===== config.mk =====
export PLATFORM = sky130hd
export DESIGN_NAME = lector_mascara
export DESIGN_NICKNAME = d
export VERILOG_FILES = /design/src/rtl/lector_mascara.sv
export SDC_FILE = /design/constraint.sdc
export NUM_CORES = 1
export LEC_CHECK = 0
export CELL_PAD_IN_SITES_DETAIL_PLACEMENT = 0
export CELL_PAD_IN_SITES_GLOBAL_PLACEMENT = 1
export CORE_AREA = 2 2 109 122
export CTS_CLUSTER_DIAMETER = 40
export DETAILED_ROUTE_END_ITERATION = 8
export DIE_AREA = 0 0 111 124
export GPL_ROUTABILITY_DRIVEN = 0
export PLACE_DENSITY_LB_ADDON = 0.1
export SYNTH_ARGS = -nofsm -noshare
export SYNTH_HDL_FRONTEND = slang
export SYNTH_SLANG_ARGS = --single-unit

===== constraint.sdc =====
create_clock -name clk -period 3.6 [get_ports clk]
set_input_delay 0.36 -clock clk [delete_from_list [all_inputs] [get_ports clk]]
set_output_delay 0.36 -clock clk [all_outputs]
set_load 0.01 [all_outputs]

===== src/rtl/lector_mascara.sv =====
// Mask coefficient reader: on a start pulse it fetches the N*N coefficients from
// memory and streams them row-major, tagged with (fila, columna), over valid/ready.
module lector_mascara #(
  parameter int BITS_DIRECCION_MEM = 10,
  parameter int BITS_MASCARA       = 3,
  parameter int BITS_DATOS_MEM     = 21
) (
  input  logic                          clk,
  input  logic                          reset,
  input  logic                          iniciar,
  input  logic [BITS_DIRECCION_MEM-1:0] direccion_inicio,
  input  logic [BITS_MASCARA-1:0]       tamano,
  output logic                          mem_lectura,
  output logic [BITS_DIRECCION_MEM-1:0] mem_direccion,
  input  logic [BITS_DATOS_MEM-1:0]     mem_datos,
  output logic [BITS_DATOS_MEM-1:0]     coeficiente,
  output logic [BITS_MASCARA-1:0]       coeficiente_fila,
  output logic [BITS_MASCARA-1:0]       coeficiente_columna,
  output logic                          coeficiente_valido,
  input  logic                          coeficiente_listo,
  output logic                          ocupado,
  output logic                          fin
);
  localparam int TW = 2 * BITS_MASCARA;

  typedef enum logic [1:0] {REPOSO, LEYENDO, FIN} estado_t;

  typedef struct packed {
    logic [BITS_DATOS_MEM-1:0] dato;
    logic [BITS_MASCARA-1:0]   fila;
    logic [BITS_MASCARA-1:0]   col;
  } entrada_t;

  estado_t                         r_estado;
  logic [BITS_DIRECCION_MEM-1:0]   r_base, r_dir;
  logic [BITS_MASCARA-1:0]         r_n, r_fila, r_col, r_pfila, r_pcol;
  logic [TW-1:0]                   r_total, r_k, r_emit;
  logic                            r_pend;
  logic [1:0]                      r_cnt;
  entrada_t                        r_fifo [0:1];

  logic                            w_pop, w_issue;
  logic [2:0]                      w_ocup;
  logic [BITS_DIRECCION_MEM-1:0]   w_dir;
  entrada_t                        w_new;

  // Occupancy counts the read in flight so the FIFO can never overflow.
  assign w_pop   = (r_cnt != 2'd0) && coeficiente_listo;
  assign w_ocup  = 3'(r_cnt) + 3'(r_pend) - 3'(w_pop);
  assign w_issue = (r_estado == LEYENDO) && (r_k < r_total) && (w_ocup < 3'd2);
  assign w_dir   = r_base + BITS_DIRECCION_MEM'(r_k);
  assign w_new   = '{dato: mem_datos, fila: r_pfila, col: r_pcol};

  assign mem_lectura         = w_issue;
  assign mem_direccion       = w_issue ? w_dir : r_dir;
  assign coeficiente         = r_fifo[0].dato;
  assign coeficiente_fila    = r_fifo[0].fila;
  assign coeficiente_columna = r_fifo[0].col;
  assign coeficiente_valido  = (r_cnt != 2'd0);
  assign ocupado             = (r_estado != REPOSO);
  assign fin                 = (r_estado == FIN);

  always_ff @(posedge clk) begin
    if (reset) begin
      r_estado  <= REPOSO;
      r_base    <= '0;
      r_dir     <= '0;
      r_n       <= '0;
      r_fila    <= '0;
      r_col     <= '0;
      r_pfila   <= '0;
      r_pcol    <= '0;
      r_total   <= '0;
      r_k       <= '0;
      r_emit    <= '0;
      r_pend    <= 1'b0;
      r_cnt     <= '0;
      r_fifo[0] <= '0;
      r_fifo[1] <= '0;
    end else begin
      case (r_estado)
        REPOSO: if (iniciar) begin
          r_base   <= direccion_inicio;
          r_n      <= tamano;
          r_total  <= TW'(tamano) * TW'(tamano);
          r_k      <= '0;
          r_emit   <= '0;
          r_fila   <= '0;
          r_col    <= '0;
          r_estado <= (tamano != '0) ? LEYENDO : FIN;
        end
        LEYENDO: if (w_pop && (r_emit == r_total - TW'(1))) r_estado <= FIN;
        FIN:     r_estado <= REPOSO;
        default: r_estado <= REPOSO;
      endcase

      r_pend <= w_issue;
      if (w_issue) begin
        r_k     <= r_k + TW'(1);
        r_dir   <= w_dir;
        r_pfila <= r_fila;
        r_pcol  <= r_col;
        if (r_col == r_n - BITS_MASCARA'(1)) begin
          r_col  <= '0;
          r_fila <= r_fila + BITS_MASCARA'(1);
        end else begin
          r_col  <= r_col + BITS_MASCARA'(1);
        end
      end

      if (w_pop) r_emit <= r_emit + TW'(1);

      // Entry 0 is always the head; a pop shifts entry 1 down.
      case ({r_pend, w_pop})
        2'b10: begin
          r_fifo[r_cnt[0]] <= w_new;
          r_cnt            <= r_cnt + 2'd1;
        end
        2'b01: begin
          r_fifo[0] <= r_fifo[1];
          r_cnt     <= r_cnt - 2'd1;
        end
        2'b11: begin
          if (r_cnt == 2'd2) begin
            r_fifo[0] <= r_fifo[1];
            r_fifo[1] <= w_new;
          end else begin
            r_fifo[0] <= w_new;
          end
        end
        default: ;
      endcase
    end
  end
endmodule

==> metrics.log <==
INFO  metric antenna_left = 0
INFO  metric number_of_placement_rows = 43
INFO  metric synthAdderAreaFrac = 5.87%
INFO  metric regToRegEndpoint = r_fila[0]$_SDFF_PP0_
INFO  metric postSynth.topFlopCell = sky130_fd_sc_hd__dfxtp_1
INFO  metric groute.layer.met1.usage = 19.0%
INFO  metric outcome = complete, no violations
INFO  metric yosys_register_bits = 110
INFO  metric synth.yosys.seq_area_share = 53.2%
INFO  metric die-height = 124 um
INFO  metric routed_wire_length_per_instance = 13.9 um
INFO  metric antenna_found_initial = 0
INFO  metric crit_path_dat = 3090 ps
INFO  metric grt_pass1_wl = 17.3 mm
INFO  metric timing.fmax = 290 MHz
INFO  metric simple_logic_cell_fraction_of_the_synthesized_area = 18.0%
INFO  metric clk_pin_slew_worst_paths = 70 ps
INFO  metric die_area = 13800 sq um
INFO  metric path_max_fanout = 8
INFO  metric grt.busiest_layer = met2
INFO  metric drc_errors = 0
INFO  metric groute.layer.met3.usage = 3.21%
INFO  metric grt_pass1_vias = 3612
INFO  metric mux_cell_area_share_after_synthesis = 1.75%
INFO  metric final-max-slew-violation-count = 0
INFO  metric routed_via_density = 5.15
INFO  metric worst_ir_drop_vdd = 0.280 mV
INFO  metric timing.max_slew.rel_slack = 22.1%
INFO  metric initial_utilization = 41.5%
INFO  metric detail_route.wirelength = 10.3 mm
INFO  metric globalRoute.totalOverflow = 0
INFO  metric synth-compound-area-share = 14.5%
INFO  metric initial_drt_pass_iterations = 4
INFO  metric timing.critical_path.slowest_cell_delay = 530 ps
INFO  metric area.growth.synth_to_final = 27.8%
INFO  metric synth-async-reset-ratio = 0%
INFO  metric n_antenna_cell = 0
INFO  metric final.period_utilization = 95.9%
INFO  metric drive_gt1_share = 12.5%
INFO  metric main_combinational_cell_family_by_area_after_synthesis = simple AND/OR/NAND/NOR gates
INFO  metric cts_buffers = 9
INFO  metric avgSynthCellArea = 10.6 sq um
INFO  metric grt_usage = 15.3%
INFO  metric io-pin-count = 79
INFO  metric critical_path_s_slowest_cell = sky130_fd_sc_hd__fa_2
INFO  metric detailedRoute.firstIterationViolations = 153
INFO  metric postSynthNetCount = 548
INFO  metric yosysWarningCount = 0
INFO  metric cts-root-to-sink-buffers = 2
INFO  metric timing.critical_path.from_type = flop
INFO  metric path_class = reg2out
INFO  metric yosysUniqueCellTypes = 51
INFO  metric grt_start_max_net_pins = 49
INFO  metric synth_xor_area_share = 3.66%
INFO  metric htreeDepth = 3
INFO  metric report.final.setup_viol = 0
INFO  metric die_w = 111 um
INFO  metric dpl_hpwl = 7.00 mm
INFO  metric power.density_cell_area = 444 nW/um^2
INFO  metric p_leak = 2.51 nW
INFO  metric finalCriticalPeriod = 3450 ps
INFO  metric synth_enable_flop_cells = 54
INFO  metric r2r_setup_slack = 170 ps
INFO  metric clock-skew-final = 6.49 ps
INFO  metric synth_cells = 487
INFO  metric cts_sinks = 110
INFO  metric fin_total_pwr = 2.92 mW
INFO  metric gr_util_met2 = 26.7%
INFO  metric cap_violations = 0
INFO  metric hold_ws = 401 ps
INFO  metric cts_tree = built
INFO  metric port_buffers = 78
INFO  metric routed-via-count = 3823
INFO  metric timing.critical_path.required = 3240 ps
INFO  metric reg2regPathDepth = 17
INFO  metric min_to = r_emit[5]$_SDFFE_PP0P_
INFO  metric insertion_delay = 350 ps
INFO  metric path_cells = or2_2 > nand2_2 > inv_2 > ha_1 > nand2b_1 > fa_2 > nand4b_1 > a21o_2 > clkinv_4 > buf_12 > mux2_2 > buf_2
INFO  metric final.setup.tns = 0 ps
INFO  metric critical_path.reg2reg.startpoint = r_cnt[1]$_SDFFE_PP0P_
INFO  metric max_slew.worst_pin.slew = 1170 ps
INFO  metric final_hold_viol_count = 0
INFO  metric cts_root_buf = sky130_fd_sc_hd__clkbuf_16
INFO  metric fp.coreArea = 12400 sq um
INFO  metric fin_nets = 642
INFO  metric hold_class = in2reg
INFO  metric worstSetupEndpointType = primary output
INFO  metric min-delay-start = reset
INFO  metric hold_depth = 2
INFO  metric netlist_area = 5160 sq um
-- synth_stat cells, types with 2 or more instances --
| master | count | area (sq um) |
|---|---|---|
| sky130_fd_sc_hd__xor2_1 | 4 | 35.0 |
| sky130_fd_sc_hd__edfxtp_1 | 54 | 1620 |
| sky130_fd_sc_hd__xnor2_1 | 15 | 131 |
| sky130_fd_sc_hd__nand2b_1 | 8 | 50.1 |
| sky130_fd_sc_hd__a311oi_1 | 2 | 17.5 |
| sky130_fd_sc_hd__nand4b_1 | 4 | 35.0 |
| sky130_fd_sc_hd__a22o_1 | 27 | 236 |
| sky130_fd_sc_hd__inv_1 | 10 | 37.5 |
| sky130_fd_sc_hd__a31oi_1 | 6 | 37.5 |
| sky130_fd_sc_hd__buf_4 | 3 | 22.5 |
| sky130_fd_sc_hd__nor3_1 | 5 | 25.0 |
| sky130_fd_sc_hd__or3_1 | 5 | 31.3 |
| sky130_fd_sc_hd__a21o_1 | 6 | 45.0 |
| sky130_fd_sc_hd__ha_1 | 21 | 263 |
| sky130_fd_sc_hd__buf_6 | 2 | 22.5 |
| sky130_fd_sc_hd__nor2_1 | 26 | 97.6 |
| sky130_fd_sc_hd__and2_1 | 29 | 181 |
| sky130_fd_sc_hd__o31ai_1 | 2 | 15.0 |
| sky130_fd_sc_hd__nand3b_1 | 10 | 75.1 |
| sky130_fd_sc_hd__inv_2 | 2 | 7.51 |
| sky130_fd_sc_hd__a22oi_1 | 2 | 15.0 |
| sky130_fd_sc_hd__a211oi_1 | 5 | 37.5 |
| sky130_fd_sc_hd__mux2_2 | 8 | 90.1 |
| sky130_fd_sc_hd__nor3b_1 | 2 | 15.0 |
| sky130_fd_sc_hd__dfxtp_1 | 56 | 1120 |
| sky130_fd_sc_hd__nor2b_1 | 10 | 62.6 |
| sky130_fd_sc_hd__a21oi_1 | 42 | 210 |
| sky130_fd_sc_hd__nand2_1 | 56 | 210 |
| sky130_fd_sc_hd__o21ai_0 | 10 | 50.1 |
| sky130_fd_sc_hd__or2_2 | 3 | 18.8 |
| sky130_fd_sc_hd__fa_1 | 2 | 40.0 |
| sky130_fd_sc_hd__nand3_1 | 14 | 70.1 |
| sky130_fd_sc_hd__and3_1 | 2 | 12.5 |
| sky130_fd_sc_hd__buf_2 | 2 | 10.0 |
| sky130_fd_sc_hd__clkbuf_1 | 16 | 60.1 |
-- flip-flops by register name, summed over array words and instances, names as in the netlist --
register	flops
r_fifo	54
r_base	10
r_dir	10
r_emit	6
r_k	6
r_total	4
r_col	3
r_fila	3
r_n	3
r_pcol	3
r_pfila	3
r_cnt	2
r_estado	2
r_pend	1
-- power by group --
group | switching [mW] | internal, mW
registers | 0.0376 | 1.39
logic | 0.234 | 0.242
clock network | 0.467 | 0.549
total | 0.739 | 2.18
-- worst max-delay path by stage --
stage,from,endpoint,slack (ps),cells after the start
floorplan,r_cnt[1]$_SDFFE_PP0P_,mem_direccion[6],370,12
global placement,coeficiente_listo,mem_direccion[5],-90,12
detailed placement,coeficiente_listo,mem_direccion[5],-120,12
CTS,r_cnt[1]$_SDFFE_PP0P_,mem_direccion[5],1,12
global route,r_cnt[1]$_SDFFE_PP0P_,mem_direccion[3],-9,12
finish,r_cnt[1]$_SDFFE_PP0P_,mem_direccion[3],150,12
-- cells by family (layout without fill, tap and decap cells) --
logic type	Yosys count	count (layout)
buffers and inverters	35	134
AND/OR/NAND/NOR	179	179
XOR/XNOR	20	20
AO/OA/AOI/OAI	112	112
adder cells (fa/ha/maj)	23	23
multiplexers	8	8
flip-flops	110	110
-- repair_timing --
action,CTS,global route
gates resized for setup,22,12
hold buffers,0,0
pin swaps,2,3
setup buffers,9,5
gates cloned,0,0
setup endpoints to repair,11,9
-- stage by stage --
| stage | std cells | util [%] | setup slack [ps] | area [sq um] |
|---|---|---|---|---|
| final | 743 | 53.0 | 148 | 6590 |
| after global routing | 743 | 53.0 | -9.10 | 6590 |
| after CTS | 738 | 52.7 | 1.31 | 6550 |
| after detailed placement | 713 | 49.4 | -119 | 6140 |
| after global placement | 713 | 49.4 | -85.7 | 6140 |
| after floorplan | 487 | - | 375 | 5160 |
-- critical path: cells and delay by family (launching register included) --
kind / cells / cell delay (ps)
buf+inv: 4 / 390
compound gates: 1 / 260
simple gates: 4 / 680
mux: 1 / 330
fa+ha+maj: 2 / 790
flops: 1 / 310
-- layout by cell type (no fill, tap or decap), types with 21 or more instances in the layout --
cell,netlist,layout
sky130_fd_sc_hd__nor2_1,26,24
sky130_fd_sc_hd__ha_1,21,21
sky130_fd_sc_hd__clkdlybuf4s50_1,0,66
sky130_fd_sc_hd__a22o_1,27,27
sky130_fd_sc_hd__buf_4,3,26
sky130_fd_sc_hd__dfxtp_1,56,56
sky130_fd_sc_hd__nand2_1,56,55
sky130_fd_sc_hd__edfxtp_1,54,54
sky130_fd_sc_hd__and2_1,29,29
sky130_fd_sc_hd__a21oi_1,42,41
-- cell type report --
class                           instances  area, sq um
Clock buffer                            9          225
Timing Repair Buffer                  106          990
Fill cell                            1168         5840
Tap cell                              157          196
Sequential cell                       110         2740
Inverter                               12         50.0
Clock inverter                          7         78.8
Multi-Input combinational cell        342         2300
-- metal layers --
| layer | vias to the layer above | wire [um] |
|---|---|---|
| met3 | 13 | 350 |
| met5 | - | 0 |
| met4 | 0 | 180 |
| met1 | 1808 | 4870 |
| met2 | 64 | 4950 |
| li1 | 1938 | - |
(Power assumes the default switching activity.)
